===== src/rtl/nibble_serial_add_ctrl_pkg.sv =====
// Shared types and constants for the nibble-serial adder controller.
// Holds the FSM state encoding and the index-width helper.
package nibble_serial_add_ctrl_pkg;

    localparam int NW = 4;

    typedef enum logic [1:0] {
        IDLE = 2'd0,
        RUN  = 2'd1,
        DONE = 2'd2
    } state_t;

    // Smallest width able to index n nibbles (n >= 2).
    function automatic int clog2(input int n);
        int w;
        w = 0;
        for (int i = 0; i < 31; i++) begin
            if ((1 << i) < n) begin
                w = i + 1;
            end
        end
        return w;
    endfunction

endpackage


===== src/rtl/nibble_serial_add_ctrl_if.sv =====
// Request/result handshake bundle for the nibble-serial adder.
// master drives operands and consumes results; slave is the adder.
interface nibble_serial_add_ctrl_if #(
    parameter int NIB = 4
);
    import nibble_serial_add_ctrl_pkg::*;

    logic                in_valid;
    logic                in_ready;
    logic [NW*NIB-1:0]   a;
    logic [NW*NIB-1:0]   b;
    logic                sub;
    logic                cin;
    logic                out_valid;
    logic                out_ready;
    logic [NW*NIB-1:0]   sum;
    logic                cout;

    modport master (
        output in_valid,
        output a,
        output b,
        output sub,
        output cin,
        output out_ready,
        input  in_ready,
        input  out_valid,
        input  sum,
        input  cout
    );

    modport slave (
        input  in_valid,
        input  a,
        input  b,
        input  sub,
        input  cin,
        input  out_ready,
        output in_ready,
        output out_valid,
        output sum,
        output cout
    );

endinterface


===== src/rtl/nibble_serial_add_ctrl_rca.sv =====
// 4-bit ripple-carry adder shared by the nibble-serial datapath.
// Pure combinational full-adder chain.
module ripple_carry_adder (
    input  logic [3:0] a,
    input  logic [3:0] b,
    input  logic       ci,
    output logic [3:0] s,
    output logic       co
);

    logic [4:0] c;

    assign c[0] = ci;

    for (genvar i = 0; i < 4; i++) begin : g_fa
        assign s[i]   = a[i] ^ b[i] ^ c[i];
        assign c[i+1] = (a[i] & b[i])
                      | (c[i] & (a[i] ^ b[i]));
    end

    assign co = c[4];

endmodule


===== src/rtl/nibble_serial_add_ctrl.sv =====
// Nibble-serial add/subtract unit: one 4-bit adder reused NIB times,
// LSB nibble first, with valid/ready on both request and result.
module nibble_serial_add_ctrl
    import nibble_serial_add_ctrl_pkg::*;
#(
    parameter int NIB = 4
) (
    input  logic                      clk,
    input  logic                      rst_n,
    nibble_serial_add_ctrl_if.slave   bus,
    output logic                      busy
);

    localparam int W  = NW * NIB;
    localparam int IW = clog2(NIB);

    state_t          state;
    state_t          nstate;

    logic            armed;
    logic [W-1:0]    a_q;
    logic [W-1:0]    b_q;
    logic [W-1:0]    sum_q;
    logic [IW-1:0]   idx;
    logic            cy;
    logic            cout_q;

    logic [NW-1:0]   na;
    logic [NW-1:0]   nb;
    logic [NW-1:0]   ns;
    logic            nco;

    logic            accept;
    logic            consume;
    logic            last;

    assign accept  = bus.in_valid && bus.in_ready;
    assign consume = bus.out_valid && bus.out_ready;
    assign last    = (idx == IW'(NIB - 1));

    assign na = a_q[NW*idx +: NW];
    assign nb = b_q[NW*idx +: NW];

    ripple_carry_adder u_rca (
        .a  (na),
        .b  (nb),
        .ci (cy),
        .s  (ns),
        .co (nco)
    );

    always_ff @(posedge clk or negedge rst_n) begin
        if (!rst_n) begin
            state <= IDLE;
        end else begin
            state <= nstate;
        end
    end

    always_comb begin
        nstate = state;
        unique case (state)
            IDLE: if (accept)  nstate = RUN;
            RUN:  if (last)    nstate = DONE;
            DONE: if (consume) nstate = IDLE;
            default:           nstate = IDLE;
        endcase
    end

    // in_ready stays low while reset is held and until the first edge after it.
    always_comb begin
        bus.in_ready  = (state == IDLE) && armed;
        bus.out_valid = (state == DONE);
        busy          = (state == RUN);
    end

    always_ff @(posedge clk or negedge rst_n) begin
        if (!rst_n) begin
            armed <= 1'b0;
        end else begin
            armed <= 1'b1;
        end
    end

    always_ff @(posedge clk or negedge rst_n) begin
        if (!rst_n) begin
            a_q    <= '0;
            b_q    <= '0;
            sum_q  <= '0;
            idx    <= '0;
            cy     <= 1'b0;
            cout_q <= 1'b0;
        end else begin
            unique case (1'b1)
                accept: begin
                    a_q    <= bus.a;
                    b_q    <= bus.sub ? ~bus.b : bus.b;
                    cy     <= bus.sub | bus.cin;
                    idx    <= '0;
                    sum_q  <= '0;
                    cout_q <= 1'b0;
                end
                busy: begin
                    sum_q[NW*idx +: NW] <= ns;
                    cy                  <= nco;
                    idx                 <= last ? '0 : idx + 1'b1;
                    if (last) begin
                        cout_q <= nco;
                    end
                end
                default: begin
                end
            endcase
        end
    end

    assign bus.sum  = sum_q;
    assign bus.cout = cout_q;

endmodule


===== src/flat_wrapper.sv =====
// flat-port wrapper written by rule: the top's interface ports become plain ports
module nibble_serial_add_ctrl_flat import nibble_serial_add_ctrl_pkg::*;
#(
    parameter int NIB = 4
)
  (clk, rst_n, busy, bus_in_valid, bus_a, bus_b, bus_sub, bus_cin, bus_out_ready, bus_in_ready, bus_out_valid, bus_sum, bus_cout);
  nibble_serial_add_ctrl_if #(.NIB(NIB)) bus_i ();
  input  logic clk;
  input  logic rst_n;
  output logic busy;
  input wire logic [$bits(bus_i.in_valid)-1:0] bus_in_valid;
  input wire logic [$bits(bus_i.a)-1:0] bus_a;
  input wire logic [$bits(bus_i.b)-1:0] bus_b;
  input wire logic [$bits(bus_i.sub)-1:0] bus_sub;
  input wire logic [$bits(bus_i.cin)-1:0] bus_cin;
  input wire logic [$bits(bus_i.out_ready)-1:0] bus_out_ready;
  output wire logic [$bits(bus_i.in_ready)-1:0] bus_in_ready;
  output wire logic [$bits(bus_i.out_valid)-1:0] bus_out_valid;
  output wire logic [$bits(bus_i.sum)-1:0] bus_sum;
  output wire logic [$bits(bus_i.cout)-1:0] bus_cout;
  assign bus_i.in_valid = bus_in_valid;
  assign bus_i.a = bus_a;
  assign bus_i.b = bus_b;
  assign bus_i.sub = bus_sub;
  assign bus_i.cin = bus_cin;
  assign bus_i.out_ready = bus_out_ready;
  assign bus_in_ready = bus_i.in_ready;
  assign bus_out_valid = bus_i.out_valid;
  assign bus_sum = bus_i.sum;
  assign bus_cout = bus_i.cout;
  nibble_serial_add_ctrl #(.NIB(NIB)) u_core (.clk(clk), .rst_n(rst_n), .bus(bus_i), .busy(busy));
endmodule

===== config.mk =====
export PLATFORM = sky130hd
export DESIGN_NAME = nibble_serial_add_ctrl_flat
export DESIGN_NICKNAME = d
export VERILOG_FILES = /design/src/rtl/nibble_serial_add_ctrl_pkg.sv /design/src/rtl/nibble_serial_add_ctrl_if.sv /design/src/rtl/nibble_serial_add_ctrl_rca.sv /design/src/rtl/nibble_serial_add_ctrl.sv /design/src/flat_wrapper.sv
export SDC_FILE = /design/constraint.sdc
export NUM_CORES = 1
export LEC_CHECK = 0
export ABC_CLOCK_PERIOD_IN_PS = 5550
export BUFFER_PORTS_ARGS = -buffer_cell sky130_fd_sc_hd__buf_2
export CORE_MARGIN = 5
export CORE_UTILIZATION = 58
export DETAILED_ROUTE_END_ITERATION = 16
export GPL_TIMING_DRIVEN = 0
export PLACE_DENSITY = 0.95
export SLEW_MARGIN = 0
export SYNTH_ARGS = -nofsm -noshare
export SYNTH_HDL_FRONTEND = slang
export SYNTH_SLANG_ARGS = --single-unit

===== constraint.sdc =====
create_clock -name clk -period 5.55 [get_ports clk]
set_input_delay 0.8325 -clock clk [delete_from_list [all_inputs] [get_ports clk]]
set_output_delay 0.8325 -clock clk [all_outputs]
set_load 0.03 [all_outputs]

# Yosys cells after proc, flatten, opt, wreduce, memory -nomap -nowiden
# Index checks and enable logic that the tools add are counted.
# word_totals
ff_bits,55
inputBits,38
out_inout_bits,20
wordCells,61
# classes
addsub,2
eq_ne,6
shift,4
muxes,12
n_bitwise,22
n_reduce_logical,7
# op_table
operator,count
$neg 4->34,1
$shift 4x34->16 const A,1
$shiftx 4x34->16,1
$pmux 16 s2,1
$shiftx 16x5->4,2
$bwmux 16,1
$mux 16,1
$not 16->16,1
$and 1x1->1,8
$mux 2,4
$xor 1x1->1,8
$pmux 2 s3,1
$or 1x1->1,5
$eq 2x2->1 const B,2
$ne 2x1->1 const B,2
$pmux 1 s2,2
$pmux 2 s2,1
$logic_and 1x1->1,3
$reduce_and 3->1,1
$add 2x1->2 const B,1
$eq 2x1->1 const B,1
$logic_not 2->1,1
$ne 2x2->1 const B,1
$reduce_and 2->1,1
2 further kinds,2

# Logic depth before layout (Yosys ltp)
# Gate-level depths: netlist of run 1.
# depth
word_depth,12
depth_mapped,12
depth_no_buf,11

# Cells and area by module
# Synthesis of run 1 repeated with hierarchy kept, for this count alone.
# hier_totals
hier_cells,207
area_unflattened_um2,2782.7
# modules_own_cells
mod,instances,cells_per_inst,area_each_um2,seq_area_each_um2
nibble_serial_add_ctrl,1,193,2665.1,1376.3
ripple_carry_adder,1,14,117.6,0.0

# Worst setup path before layout of run 1
# OpenSTA, ideal clock, no wires.
# synth_path
path_kind,reg-to-reg
start,register u_core.idx[0]
end,register u_core.sum_q[11] (netlist: u_core.bus.sum[11])
setup_ns,0.121
arrival_time_ns,2.783
slack_ns,2.646
stages_incl_launch_ff,12
path_cell_list,dfrtp_1 > buf_2 > mux4_2 > inv_1 > fa_1 > inv_1 > fa_1 > inv_1 > fa_1 > inv_1 > fa_1 > a22o_1
# synth_via
elab_chain_cells,12
elab_cells_between_ends,24
# synth_lines
item,line_no,text
from (decl),nibble_serial_add_ctrl.sv:24,logic [IW-1:0] idx;
from (signal assigned),nibble_serial_add_ctrl.sv:106,idx <= last ? '0 : idx + 1'b1;
"$shiftx 16x5->4, on equally long branches","nibble_serial_add_ctrl.sv:41, nibble_serial_add_ctrl.sv:42",
$xor 1x1->1,"nibble_serial_add_ctrl_rca.sv:16, nibble_serial_add_ctrl_rca.sv:18",
$and 1x1->1,nibble_serial_add_ctrl_rca.sv:18,| (c[i] & (a[i] ^ b[i]));
$or 1x1->1,nibble_serial_add_ctrl_rca.sv:18,
$and 1x1->1,nibble_serial_add_ctrl_rca.sv:18,
$or 1x1->1,nibble_serial_add_ctrl_rca.sv:18,
$and 1x1->1,nibble_serial_add_ctrl_rca.sv:18,
$or 1x1->1,nibble_serial_add_ctrl_rca.sv:18,
$xor 1x1->1,nibble_serial_add_ctrl_rca.sv:16,assign s[i] = a[i] ^ b[i] ^ c[i];
$shiftx 4x34->16,nibble_serial_add_ctrl.sv:104,sum_q[NW*idx +: NW] <= ns;
$bwmux 16 (*),nibble_serial_add_ctrl.sv:104,
$pmux 16 s2 (*),nibble_serial_add_ctrl.sv:94,unique case (1'b1)
"to (signal, indexed assignment)",nibble_serial_add_ctrl.sv:104,
to (decl),nibble_serial_add_ctrl.sv:23,logic [W-1:0] sum_q;
# Mark *: on every way between the ends. The rest lies on a longest branch, timed or not.
# A chain may end at the register's enable or synchronous reset.

# Worst setup path after layout of run 1
# layout_path
start,register u_core.idx[0]
end,register u_core.sum_q[15] (netlist: u_core.bus.sum[15])
# Same word-level chain as after synthesis.

==> results of run 1 <==
[worst max-delay path, cell delays in order (launching register included)]
cell and delay [ns]:
dfrtp_1 0.54, buf_2 0.36, mux4_2 0.54, inv_1 0.11, fa_1 0.18, inv_1 0.06
fa_1 0.35, inv_1 0.08, fa_1 0.15, inv_1 0.05, fa_1 0.52, a22o_1 0.23
[layout make-up]
type | instances | share of cell area (%)
Sequential cell | 55 | 44.9
Multi-Input combinational cell | 127 | 36.8
Timing Repair Buffer | 56 | 9.15
Clock buffer | 7 | 3.14
Tap cell | 52 | 2.12
Buffer | 11 | 2.00
Inverter | 13 | 1.59
Clock inverter | 1 | 0.245
[final timing paths]
kind | start | end | cells past startpoint | slack, ns
setup / recovery | u_core.idx[0]$_DFFE_PN0P_ | u_core.bus.sum[15]$_DFFE_PN0P_ | 11 | 2.27
hold / removal | u_core.bus.sum[8]$_DFFE_PN0P_ | u_core.bus.sum[8]$_DFFE_PN0P_ | 1 | 0.49
setup reg to reg | u_core.idx[0]$_DFFE_PN0P_ | u_core.bus.sum[15]$_DFFE_PN0P_ | 11 | 2.27
hold reg to reg | u_core.bus.sum[8]$_DFFE_PN0P_ | u_core.bus.sum[8]$_DFFE_PN0P_ | 1 | 0.49
max in group asynchronous | rst_n | u_core.b_q[12]$_DFFE_PN0P_ | 1 | 4.08
min in group asynchronous | rst_n | u_core.armed$_DFF_PN0_ | 1 | 0.76
[synth_stat cells]
library cell / count / share of area [%]
a21oi_1: 16 / 3.1
mux4_2: 8 / 6.9
a21oi_2: 1 / 0.33
buf_4: 3 / 0.86
nor4_1: 1 / 0.24
nor2_1: 18 / 2.6
conb_1: 1 / 0.14
inv_2: 1 / 0.14
and3_1: 2 / 0.48
a22o_1: 8 / 2.7
nand3_1: 2 / 0.38
nor3b_1: 1 / 0.29
o2bb2ai_1: 8 / 2.7
o21bai_1: 1 / 0.29
o21ai_0: 1 / 0.19
and4bb_2: 1 / 0.48
and3b_1: 1 / 0.33
fa_1: 4 / 3.1
nor4bb_4: 1 / 0.96
mux2i_1: 1 / 0.38
nand2b_1: 1 / 0.24
buf_2: 7 / 1.3
o311ai_0: 1 / 0.33
clkbuf_1: 1 / 0.14
o31ai_1: 3 / 0.86
or3_1: 1 / 0.24
inv_1: 12 / 1.7
mux2_2: 16 / 6.9
or4_1: 1 / 0.29
nand2_1: 4 / 0.57
xnor2_1: 16 / 5.4
nand3b_1: 1 / 0.29
a31oi_1: 3 / 0.72
dfrtp_1: 55 / 53
ha_1: 4 / 1.9
[routing by layer]
metal | global-route usage, % | part of all wire [%]
met1 | 26.3 | 41
met2 | 32.2 | 50
met3 | 5.62 | 6.8
met4 | 6.70 | 2.0
met5 | 0 | 0
[kinds of logic (layout without fill, tap and decap cells)]
group                      after synthesis  after routing
xor gates and xnor gates                16             16
DFF                                     55             55
AOI/OAI and AO/OA                       42             42
muxes                                   25             25
and+or+nand+nor                         35             35
adders and majority gates                8              8
other                                    1              1
buffers and inverters                   24             88
[registers in the layout (all words and copies together) (netlist names)]
name	cells
u_core.a_q	16
u_core.armed	1
u_core.b_q	16
u_core.bus.cout	1
u_core.bus.sum	16
u_core.cy	1
u_core.idx	2
u_core.state	2
[stage by stage]
stage                     util, %  area (um2)  power, W
after floorplan                 -        2620   0.00140
after global placement       68.0        2960   0.00165
after detailed placement     68.0        2960   0.00168
after CTS                    70.4        3060   0.00193
after global routing         70.4        3060   0.00207
final                        70.4        3060   0.00192
[power breakdown]
group          leakage [nW]  internal (W)  switching (W)
Sequential            0.673      0.000578       0.000104
Clock                0.0505      0.000114       0.000128
Combinational         0.724      0.000419       0.000577
==> out/metrics.cfg, run 1 <==
[run]
max_cap_violations = 0

[clocking]
holdBufCountCts = 0
cts_resized = 0
cts_made_buffers = 5
insertion_delay_ns = 0.31
cts_tree = yes
postCtsSetupBuffers = 0
cts-htree-levels = 2
cts_buffer_depth = 2
root_buffer = clkbuf_8
clkSlewWorstSetupHoldPaths_ns = 0.09
cts.sinks = 55

[floorplan]
pin_count = 58
die_h_um = 77.1
start_util_pct = 60.1
die_w_um = 77.1
die-area_um2 = 5950
core_area_um2 = 4350
row_count = 24

[synth]
synth_area_per_cell_um2 = 12.7
synth_seq_cells = 55
yosysSeqAreaShare_pct = 52.6
synth_nets = 252
synth-compound-area-share_pct = 11.1
synth_cell_type_count = 35
synth_mux_area_share_pct = 14.2
synthXorXnorAreaFrac_pct = 5.36
synthCells = 206
synth_top_family_by_area = multiplexers
synthesis.area_um2 = 2620
yosys.area_share.simple_pct = 7.37
synth_fa_ha_area_share_pct = 4.98
yosys_warnings = 0

[run_status]
status = complete, no violations

[global_routing]
grt_usage_pct = 20.1
grt_pass1_vias = 2052
grt_max_degree = 56
overflow = 0
antenna_found_initial = 0
grt_pass1_wl_um = 9570

[finish]
syn2layout_area_growth_pct = 17.2
final_cell_mix = buf_2 (63), dfrtp_1 (55), nor2_1 (18)
ff_latch_area_um2 = 1380
drive_gt1_share_pct = 37.8
multi_input_area_um2 = 1130
n_antenna_cell = 0
fin_nets = 315
mostFrequentLayoutCell = buf_2
post_layout_nonfiller_instances = 322
n_fill_cell = 303

[sta]
drv_slew = 0
tns_ns = 0
setup_viol = 0
worst_slack_ns = 2.27
post-route-min-period_ns = 3.28
maxSlewHeadroom_pct = 21.1
fin_crit_sh_pct = 59.2
fin_hold_ws_ns = 0.495
finClkSkew_ns = 0.00471
worst_pin_slew_ns = 1.18
hold_viol = 0
rsz0062_at_grt = no
fmax_mhz = 305

[routing]
drtIter0Drc = 91
via_per_inst = 5.67
ant_nets = 0
drc_errors = 0
wl_per_cell_um = 16.7
drtPass1Iterations = 4
wl_um = 5390
vias = 1827

[worst_setup_path]
critical_path_arrival_ns = 3.49
startpoint_type = flop
path_max_fanout = 10
crit_path_end_kind = flop
required_ns = 5.75
crit_type = flop to flop

[place]
gp_congestion = 0.832
port_buffers = 56
dpl.cell_count = 314
place_ws_ns = 2.30
dp_hpwl_um = 4000

[power]
power_density_nw_per_um2 = 627
peakVddDrop_v = 0.000290
leakagePower_nw = 1.45

[min_path]
min_path_type = flop to flop

Power figures use the tool's default switching activity.
==> inputs of run 2 (changes only) <==
--- a/config.mk
+++ b/config.mk
@@ -5,13 +5,13 @@
 export SDC_FILE = /design/constraint.sdc
 export NUM_CORES = 1
 export LEC_CHECK = 0
-export ABC_CLOCK_PERIOD_IN_PS = 5550
+export ABC_CLOCK_PERIOD_IN_PS = 3200
 export BUFFER_PORTS_ARGS = -buffer_cell sky130_fd_sc_hd__buf_2
 export CORE_MARGIN = 5
-export CORE_UTILIZATION = 58
+export CORE_UTILIZATION = 54
 export DETAILED_ROUTE_END_ITERATION = 16
 export GPL_TIMING_DRIVEN = 0
-export PLACE_DENSITY = 0.95
+export PLACE_DENSITY = 0.91
 export SLEW_MARGIN = 0
 export SYNTH_ARGS = -nofsm -noshare
 export SYNTH_HDL_FRONTEND = slang
==> constraint.sdc (replaced) <==
create_clock -name clk -period 3.2 [get_ports clk]
set_input_delay 0.48 -clock clk [delete_from_list [all_inputs] [get_ports clk]]
set_output_delay 0.48 -clock clk [all_outputs]
set_load 0.03 [all_outputs]
==> out/metrics.cfg, run 2 (synthesized netlist as in run 1, its figures left out) <==
[worst_setup_path]
cp-startpoint = u_core.idx[0]$_DFFE_PN0P_
crit_type = flop to flop
required_ns = 3.40
endpoint = u_core.bus.sum[15]$_DFFE_PN0P_
r2r-start = u_core.idx[0]$_DFFE_PN0P_
crit_path_end_kind = flop
critical_path_arrival_ns = 3.22
r2r-end = u_core.bus.sum[15]$_DFFE_PN0P_
startpoint_type = flop
r2r_setup_slack_ns = 0.18
r2r_cells = 11
path_max_fanout = 10

[routing]
via_per_inst = 5.48
vias = 1851
wl_per_cell_um = 17.0
ant_nets = 0
drtIter0Drc = 111
drtPass1Iterations = 4
wl_um = 5750
drc_errors = 0

[floorplan]
core_area_um2 = 4720
die-area_um2 = 6330
die_w_um = 79.6
row_count = 25
pin_count = 58
start_util_pct = 55.4
die_h_um = 79.6

[finish]
n_fill_cell = 356
syn2layout_area_growth_pct = 17.9
post_layout_nonfiller_instances = 338
ff_latch_area_um2 = 1380
finalInstanceArea_um2 = 3080
utilization_pct = 65.3
n_antenna_cell = 0
final_cell_mix = buf_2 (62), dfrtp_1 (54), nor2_1 (18)
fin_nets = 318
mostFrequentLayoutCell = buf_2
drive_gt1_share_pct = 38.4
multi_input_area_um2 = 1130

[sta]
fin_crit_sh_pct = 94.4
fmax_mhz = 331
drv_slew = 0
finClkSkew_ns = 0.00752
tns_ns = 0
rsz0062_at_grt = no
worst_pin_slew_ns = 1.18
setup_viol = 0
maxSlewHeadroom_pct = 21.7
post-route-min-period_ns = 3.02
hold_viol = 0

[place]
gp_congestion = 0.832
post_dp_cell_area_um2 = 2980
dpl.cell_count = 329
port_buffers = 56
dp_hpwl_um = 4250

[global_routing]
grt_pass1_vias = 1997
antenna_found_initial = 0
overflow = 0
grt_usage_pct = 20.0
grt_pass1_wl_um = 9560
grt_max_degree = 56

[clocking]
cts-htree-levels = 2
holdBufCountCts = 0
insertion_delay_ns = 0.30
clkSlewWorstSetupHoldPaths_ns = 0.09
cts_made_buffers = 5
cts.sinks = 55
root_buffer = clkbuf_8
cts_buffer_depth = 2
cts_tree = yes

[min_path]
min_path_type = primary input to flop

[power]
leakagePower_nw = 1.45
power_density_nw_per_um2 = 1090
fin_total_pwr_w = 0.00336
peakVddDrop_v = 0.000483

[run_status]
status = complete, no violations

[run]
max_cap_violations = 0

==> run 2: changes by cell type in the layout (fill, tap and decap cells not counted) <==
cell	delta
buf_6	+1
clkinvlp_4	-1
dfrtp_1	-1
clkbuf_2	+1
buf_4	+3
dfrtp_2	+1
buf_2	-1
clkbuf_8	-2
==> run 2: where the power goes <==
part           switching [W]  internal (W)  total, W
clock               0.000212      0.000147  0.000359
sequential          0.000179       0.00100   0.00118
combinational        0.00105      0.000768   0.00182
==> run 2: timing repair <==
action / CTS / global route
setup endpoints to repair: 5 / 4
gates resized for setup: 3 / 1
buffers inserted: 0 / 3
==> run 2: worst min-delay path by stage <==
stage,to,start,cells past startpoint
global placement,u_core.bus.sum[10]$_DFFE_PN0P_,u_core.bus.sum[10]$_DFFE_PN0P_,1
CTS,u_core.state[1]$_DFFE_PN0P_,bus_out_ready,2
floorplan,u_core.a_q[0]$_DFFE_PN0P_,rst_n,0
finish,u_core.state[1]$_DFFE_PN0P_,bus_out_ready,2
global route,u_core.state[1]$_DFFE_PN0P_,bus_out_ready,2
detailed placement,u_core.bus.sum[4]$_DFFE_PN0P_,u_core.bus.sum[4]$_DFFE_PN0P_,1
==> run 2: cell type report <==
cell class	count	area share [%]
multi-input cells	127	36.6
plain buffers	11	2.23
inverters	13	1.58
flip-flops and latches	55	44.7
repair buffers	59	9.82
clock buffers	6	2.35
well taps	67	2.72
==> run 2: routing by layer <==
layer  GRT usage (%)  routed length, um  vias to the layer above
met3            4.63                337                       10
met5               0                  0                        -
li1                -                  -                      854
met2            34.2               2960                       67
met1            24.9               2340                      920
met4            6.36                110                        0
==> run 2: through the flow <==
stage | hold WS [ns] | setup WS, ns
2_1_floorplan | 0.184 | 0.296
3_3_place_gp | 0.470 | -0.0634
3_5_place_dp | 0.471 | -0.131
4_1_cts | 0.353 | 0.0326
5_1_grt | 0.347 | 0.0353
6_report | 0.353 | 0.180
==> run 2: worst max-delay path, cell delays in order (launching register included) <==
cell and delay (ns):
dfrtp_2 0.43, buf_6 0.20, mux4_2 0.51, inv_1 0.11, fa_1 0.17, inv_1 0.05
fa_1 0.37, inv_1 0.08, fa_1 0.17, inv_1 0.05, fa_1 0.54, a22o_1 0.24
